## config.mk

```make
export PLATFORM = sky130hd
export DESIGN_NAME = pipe_hazard_ctrl
export DESIGN_NICKNAME = d
export VERILOG_FILES = /design/src/rtl/pipe_hazard_ctrl.sv
export SDC_FILE = /design/constraint.sdc
export NUM_CORES = 1
export LEC_CHECK = 0
export ABC_AREA = 1
export CAP_MARGIN = 30
export CORE_AREA = 3 3 98 100
export DETAILED_ROUTE_END_ITERATION = 10
export DIE_AREA = 0 0 101 103
export PLACE_DENSITY = 0.92
export SLEW_MARGIN = 20
export SYNTH_ARGS = -nofsm -noshare
export SYNTH_HDL_FRONTEND = slang
export SYNTH_SLANG_ARGS = --single-unit
```

## constraint.sdc

```tcl
create_clock -name clk -period 4.15 [get_ports clk]
set_input_delay 1.0375 -clock clk [delete_from_list [all_inputs] [get_ports clk]]
set_output_delay 1.0375 -clock clk [all_outputs]
set_load 0.1 [all_outputs]
```

## src/rtl/pipe_hazard_ctrl.sv

```systemverilog
// ---------------------------------------------------------------------------
// pipe_hazard_ctrl
// Central pipeline control for the 5-stage RV32 core. Sequences the PC,
// IF/ID and ID/EX registers:
//   - zero-latency redirect on taken jumps/branches;
//   - IF/ID forced to NOP for FLUSH_CYC cycles after a redirect;
//   - LU_CYC bubble cycles per load-use hazard;
//   - whole front end frozen while the data bus waits.
// It also keeps stall and flush performance counters.
//
// Ports
//   clk             core clock
//   rst             asynchronous, active-low reset
//   jump_flag_i     taken branch/jump resolved in EX
//   jump_addr_i     redirect target
//   load_use_i      load-use hazard detected in ID
//   mem_wait_i      data bus not ready
//   pc_jump_o       PC loads pc_jump_addr_o
//   pc_jump_addr_o  combinational copy of jump_addr_i
//   pc_hold_o       PC keeps its value
//   if_id_flush_o   IF/ID loads NOP
//   if_id_stall_o   IF/ID keeps its contents
//   id_ex_flush_o   ID/EX loads a bubble
//   id_ex_stall_o   ID/EX keeps its contents
//   state_o         0=RUN, 1=FLUSH, 2=BUBBLE
//   stall_cnt_o     cycles with pc_hold_o=1 (wraps)
//   flush_cnt_o     redirects taken (wraps)
// ---------------------------------------------------------------------------
module pipe_hazard_ctrl #(
    parameter int unsigned ADDR_W    = 32,
    parameter int unsigned FLUSH_CYC = 2,
    parameter int unsigned LU_CYC    = 1
) (
    input  logic              clk,
    input  logic              rst,
    input  logic              jump_flag_i,
    input  logic [ADDR_W-1:0] jump_addr_i,
    input  logic              load_use_i,
    input  logic              mem_wait_i,
    output logic              pc_jump_o,
    output logic [ADDR_W-1:0] pc_jump_addr_o,
    output logic              pc_hold_o,
    output logic              if_id_flush_o,
    output logic              if_id_stall_o,
    output logic              id_ex_flush_o,
    output logic              id_ex_stall_o,
    output logic [1:0]        state_o,
    output logic [31:0]       stall_cnt_o,
    output logic [31:0]       flush_cnt_o
);

    typedef enum logic [1:0] {
        ST_RUN    = 2'd0,
        ST_FLUSH  = 2'd1,
        ST_BUBBLE = 2'd2
    } state_e;

    // The redirect/load-use cycle itself counts as the first cycle, so the
    // extra state covers N-1 cycles and cnt starts at N-2.
    localparam logic       FLUSH_MULTI = (FLUSH_CYC > 32'd1);
    localparam logic       LU_MULTI    = (LU_CYC > 32'd1);
    localparam logic [3:0] FLUSH_INIT  = FLUSH_MULTI ? 4'(FLUSH_CYC - 32'd2) : 4'd0;
    localparam logic [3:0] LU_INIT     = LU_MULTI ? 4'(LU_CYC - 32'd2) : 4'd0;

    state_e      state_q, state_d;
    logic [3:0]  cnt_q, cnt_d;
    logic [31:0] stall_cnt_q, stall_cnt_d;
    logic [31:0] flush_cnt_q, flush_cnt_d;

    logic jump_s, hold_s, if_flush_s, if_stall_s, ex_flush_s, ex_stall_s;

    // Next-state and control decode; mem_wait overrides everything and
    // freezes state so pending requests are replayed once the bus is ready.
    always_comb begin
        state_d    = state_q;
        cnt_d      = cnt_q;
        jump_s     = 1'b0;
        hold_s     = 1'b0;
        if_flush_s = 1'b0;
        if_stall_s = 1'b0;
        ex_flush_s = 1'b0;
        ex_stall_s = 1'b0;
        if (mem_wait_i) begin
            hold_s     = 1'b1;
            if_stall_s = 1'b1;
            ex_stall_s = 1'b1;
        end else begin
            case (state_q)
                ST_RUN: begin
                    if (jump_flag_i) begin
                        jump_s     = 1'b1;
                        if_flush_s = 1'b1;
                        ex_flush_s = 1'b1;
                        state_d    = FLUSH_MULTI ? ST_FLUSH : ST_RUN;
                        cnt_d      = FLUSH_INIT;
                    end else if (load_use_i) begin
                        hold_s     = 1'b1;
                        if_stall_s = 1'b1;
                        ex_flush_s = 1'b1;
                        state_d    = LU_MULTI ? ST_BUBBLE : ST_RUN;
                        cnt_d      = LU_INIT;
                    end else begin
                        state_d = ST_RUN;
                    end
                end
                // Requests seen here belong to squashed instructions.
                ST_FLUSH: begin
                    if_flush_s = 1'b1;
                    if (cnt_q == 4'd0) begin
                        state_d = ST_RUN;
                    end else begin
                        cnt_d = cnt_q - 4'd1;
                    end
                end
                // The load in EX has completed, so a jump resolved in EX is
                // genuine and must not be lost.
                ST_BUBBLE: begin
                    if (jump_flag_i) begin
                        jump_s     = 1'b1;
                        if_flush_s = 1'b1;
                        ex_flush_s = 1'b1;
                        state_d    = FLUSH_MULTI ? ST_FLUSH : ST_RUN;
                        cnt_d      = FLUSH_INIT;
                    end else begin
                        hold_s     = 1'b1;
                        if_stall_s = 1'b1;
                        ex_flush_s = 1'b1;
                        if (cnt_q == 4'd0) begin
                            state_d = ST_RUN;
                        end else begin
                            cnt_d = cnt_q - 4'd1;
                        end
                    end
                end
                default: begin
                    state_d = ST_RUN;
                    cnt_d   = 4'd0;
                end
            endcase
        end
        stall_cnt_d = stall_cnt_q + {31'd0, hold_s};
        flush_cnt_d = flush_cnt_q + {31'd0, jump_s};
    end

    // State, sequencing counter and performance counters.
    always_ff @(posedge clk or negedge rst) begin
        if (!rst) begin
            state_q     <= ST_RUN;
            cnt_q       <= 4'd0;
            stall_cnt_q <= 32'd0;
            flush_cnt_q <= 32'd0;
        end else begin
            state_q     <= state_d;
            cnt_q       <= cnt_d;
            stall_cnt_q <= stall_cnt_d;
            flush_cnt_q <= flush_cnt_d;
        end
    end

    // Gating with rst forces the controls low the instant reset asserts,
    // even while requests are still present on the inputs.
    assign pc_jump_o      = rst & jump_s;
    assign pc_hold_o      = rst & hold_s;
    assign if_id_flush_o  = rst & if_flush_s;
    assign if_id_stall_o  = rst & if_stall_s;
    assign id_ex_flush_o  = rst & ex_flush_s;
    assign id_ex_stall_o  = rst & ex_stall_s;
    assign pc_jump_addr_o = jump_addr_i;
    assign state_o        = state_q;
    assign stall_cnt_o    = stall_cnt_q;
    assign flush_cnt_o    = flush_cnt_q;

endmodule

```

* Word level (Yosys, flattened, before mapping)
Cells that the tools add are included.
Storage, ports and cells: bits of input ports 37, flip-flop bits (word level) 70
Cells by class: muxes and demuxes 23, bitwise operators 6, add/subtract/negate cells 3, eq/ne operators 3, reduce and logical (&&, ||, !) cells 4
Operators by type and width (count):
- $add A32 B1 Y32 | 2
- $mux W4 | 4
- $mux W1 | 12
- $pmux W4 S3 | 1
- $pmux W1 S2 | 3
- $pmux W2 S3 | 1
- $and A1 B1 Y1 | 5
- $logic_not A4 Y1 | 1
- $mux W2 | 2
- $sub A4 B1 Y4 const B | 1
- $ne A3 B3 Y1 const B | 1
- $eq A2 B1 Y1 const B | 1
- $eq A2 B2 Y1 const B | 1
- $logic_not A2 Y1 | 1
- $reduce_and A2 Y1 | 1
- $reduce_or A2 Y1 | 1
- $not A1 Y1 | 1

* Depth between registers and ports, before layout
depth in word-level cells 5, depth in mapped cells 15, gate-level depth less buffers 15

* Worst setup path after synthesis
Ideal clock, no wire load.
path kind register -> output, from reg state_q[1] (netlist: state_o[1]), to out pc_hold_o, path buffers 1, cell stages (with the launch flop) 7, arrival 4261 ps, setup slack -1149 ps, cells stage by stage dfrtp_1 ha_1 nor2_1 nor2_1 nand2_1 a21boi_0 buf_4
Between the ends: longest elaborated chain between the ends 4, elaborated cells on any way between the ends 5, those cells by class eq/ne: 1; mux: 2; bitwise: 1; reduce/logical: 1
RTL lines:
- start, declared | line 65 | state_e state_q, state_d;
- start signal, assigned | line 153 | state_q <= state_d;
- $eq A2 B2 Y1 / $logic_not A2 Y1 (equally long branches)
- $pmux W1 S2 (*)
- $mux W1 (*)
- $and A1 B1 Y1 (*)
- end, declared | line 42 | output logic pc_hold_o,
Every way passes the cells marked *; elsewhere a longest branch is shown, timed or not.

* Worst setup path in the final report
from in mem_wait_i, to out pc_hold_o
Between the ends: longest elaborated chain between the ends 2
RTL lines:
- start, declared | line 39 | input logic mem_wait_i,
- $mux W1 | line 83 | if (mem_wait_i) begin
- $and A1 B1 Y1 | line 163 | assign pc_hold_o = rst & hold_s;
Every way passes these cells.

==> flow_summary.ini <==
[clock_network]
insertion_delay_ns = 0.34
cts_inserted_buffers = 9
cts_tree = built
cts-root-buf = clkbuf_8
clkSinkCount = 70
post_cts_buffers = 0
htreeDepth = 3
cts_hold_buf = 0
clock_path_buffers = 2
ctsResizeCount = 0
clkTransAtPathRegs_ns = 0.08

[synthesis]
ys_types = 23
ys_seq_area_share_pct = 39.68
synth_seq_cells = 70
synth_cells = 594
syn_avg_cell_area_um2 = 7.431
syn_nets = 642
yosysWarnings = 0
netlist_area_um2 = 4414

[routing]
vias = 3840
ant_nets = 0
wl_um = 10430
post-route-drc-count = 0
viasPerCell = 5.033
drtIter0Drc = 192
drt-pass1-iter-count = 5
wl_per_cell_um = 13.66

[sta]
tightest_slew_ns = 1.013
finalMaxSlewViolations = 0
maxSlewHeadroom_pct = 32.23
layout_setup_ws_ns = 0.6509
fin_crit_sh_pct = 84.32
rsz0062_at_grt = no
setup_tns_ns = 0
max_freq_ghz = 0.2858
min_period_ns = 3.499
finalSetupViolations = 0
whs_ns = 0.5066
clock_skew_ns = 0.01003
final_hold_viol_count = 0

[floorplanning]
initial_utilization_pct = 50.37
rows = 34
die_h_um = 103
ios = 141
fp.dieW_um = 101
core_area_um2 = 8763
die_area_um2 = 10400

[power]
total_power_mw = 2.466
p_leak_nw = 2.507
p_per_area_nw_per_um2 = 456.6
ir_drop_mv = 0.4822

[place]
place_area_um2 = 5130
portBuffers = 76
dpl.cell_count = 746
place_ws_ns = 0.6605
hpwlAfterDp_um = 8027
gp_congestion = 0.9602

[global_route]
grt_pass1_wl_um = 17430
overflow = 0
antenna_found_initial = 0
grt_usage_pct = 20.85
grt_max_degree = 71
grt_pass1_vias = 3817

[finish]
layout_commonest_cell = nand2_1
antennaDiodeCount = 0
final_cell_mix = nand2_1 (214), nor2_1 (87), dfrtp_1 (70)
synthToLayoutAreaGrowth_pct = 22.36
drive_gt1_share_pct = 10.08
finish.utilization_pct = 61.64
nets = 698
instances_no_fill = 763
design_area_um2 = 5401

[setup_path]
cp-end-kind = output port
path_max_fanout = 9
cp.required_ns = 3.11
crit_path_start_kind = input port
arrival_ns = 2.46
path_class = in2out
worst-r2r-setup-slack_ns = 1.72
worstRegToRegCells = 15

[worst_hold_path]
min_path_cells = 2
hold_path_class = reg2reg

[job]
max_cap_viol_count = 0

[status]
status = complete, no violations
-- cells by family after synthesis --
family	share of synthesized area [%]
AND/OR/NAND/NOR	39.03
buffers and inverters	10.97
flip-flops	39.68
XOR/XNOR	6.292
adder cells (fa/ha/maj)	3.118
AO/OA/AOI/OAI	0.9071
-- flip-flops by register name, indices dropped and copies added, names as in the netlist --
| signal | count |
|---|---|
| flush_cnt_o | 32 |
| stall_cnt_o | 32 |
| cnt_q | 4 |
| state_o | 2 |
-- where the power goes --
group          internal, mW  leakage [nW]  total [mW]  switching, mW
sequential            0.756         0.953       0.845         0.0889
combinational         0.223          1.43       0.946          0.723
clock                 0.403         0.120       0.675          0.273
total                  1.38          2.51        2.47           1.08
-- critical path, stage by stage --
cell and delay (ns):
clkdlybuf4s50_1 0.51, clkinv_1 0.23, a21boi_1 0.45, buf_12 0.23
-- cells in the mapped netlist, drive strengths merged --
cell / number / area share [%]
ha: 11 / 3.1
clkinv: 1 / 0.085
o21ai: 2 / 0.23
a21oi: 3 / 0.34
xnor2: 10 / 2.0
a21boi: 1 / 0.17
xor2: 20 / 4.3
nand3: 36 / 4.1
inv: 62 / 5.3
nand2: 226 / 21
nor3: 2 / 0.23
nand3b: 5 / 0.85
a211oi: 1 / 0.17
nor2: 111 / 13
dfrtp: 70 / 40
buf: 33 / 5.6
-- final cells by class --
| class | count | area (µm²) |
|---|---|---|
| clock buffer | 9 | 123.9 |
| clock inverter | 7 | 120.1 |
| fill | 724 | 3362 |
| inverter | 63 | 236.5 |
| multi-input combinational | 428 | 2183 |
| sequential | 70 | 1752 |
| tap | 108 | 135.1 |
| timing repair buffer | 78 | 850.8 |
-- per-layer routing --
metal,share of wire [%],up-vias,global-route usage (%)
met3,6.3,15,4.195
met1,43,1808,26.71
met2,50,140,35.49
met4,1.3,0,6.851
li1,-,1877,-
met5,0,-,0
-- worst paths after layout --
kind                                            from                        end
max                                       mem_wait_i                  pc_hold_o
min                        flush_cnt_o[31]$_DFF_PN0_  flush_cnt_o[31]$_DFF_PN0_
max reg2reg                   state_o[0]$_DFFE_PN0N_  stall_cnt_o[18]$_DFF_PN0_
min reg2reg                flush_cnt_o[31]$_DFF_PN0_  flush_cnt_o[31]$_DFF_PN0_
max in group asynchronous                        rst     state_o[1]$_DFFE_PN0N_
min in group asynchronous                        rst   flush_cnt_o[4]$_DFF_PN0_
Power figures use the tool's default switching activity.
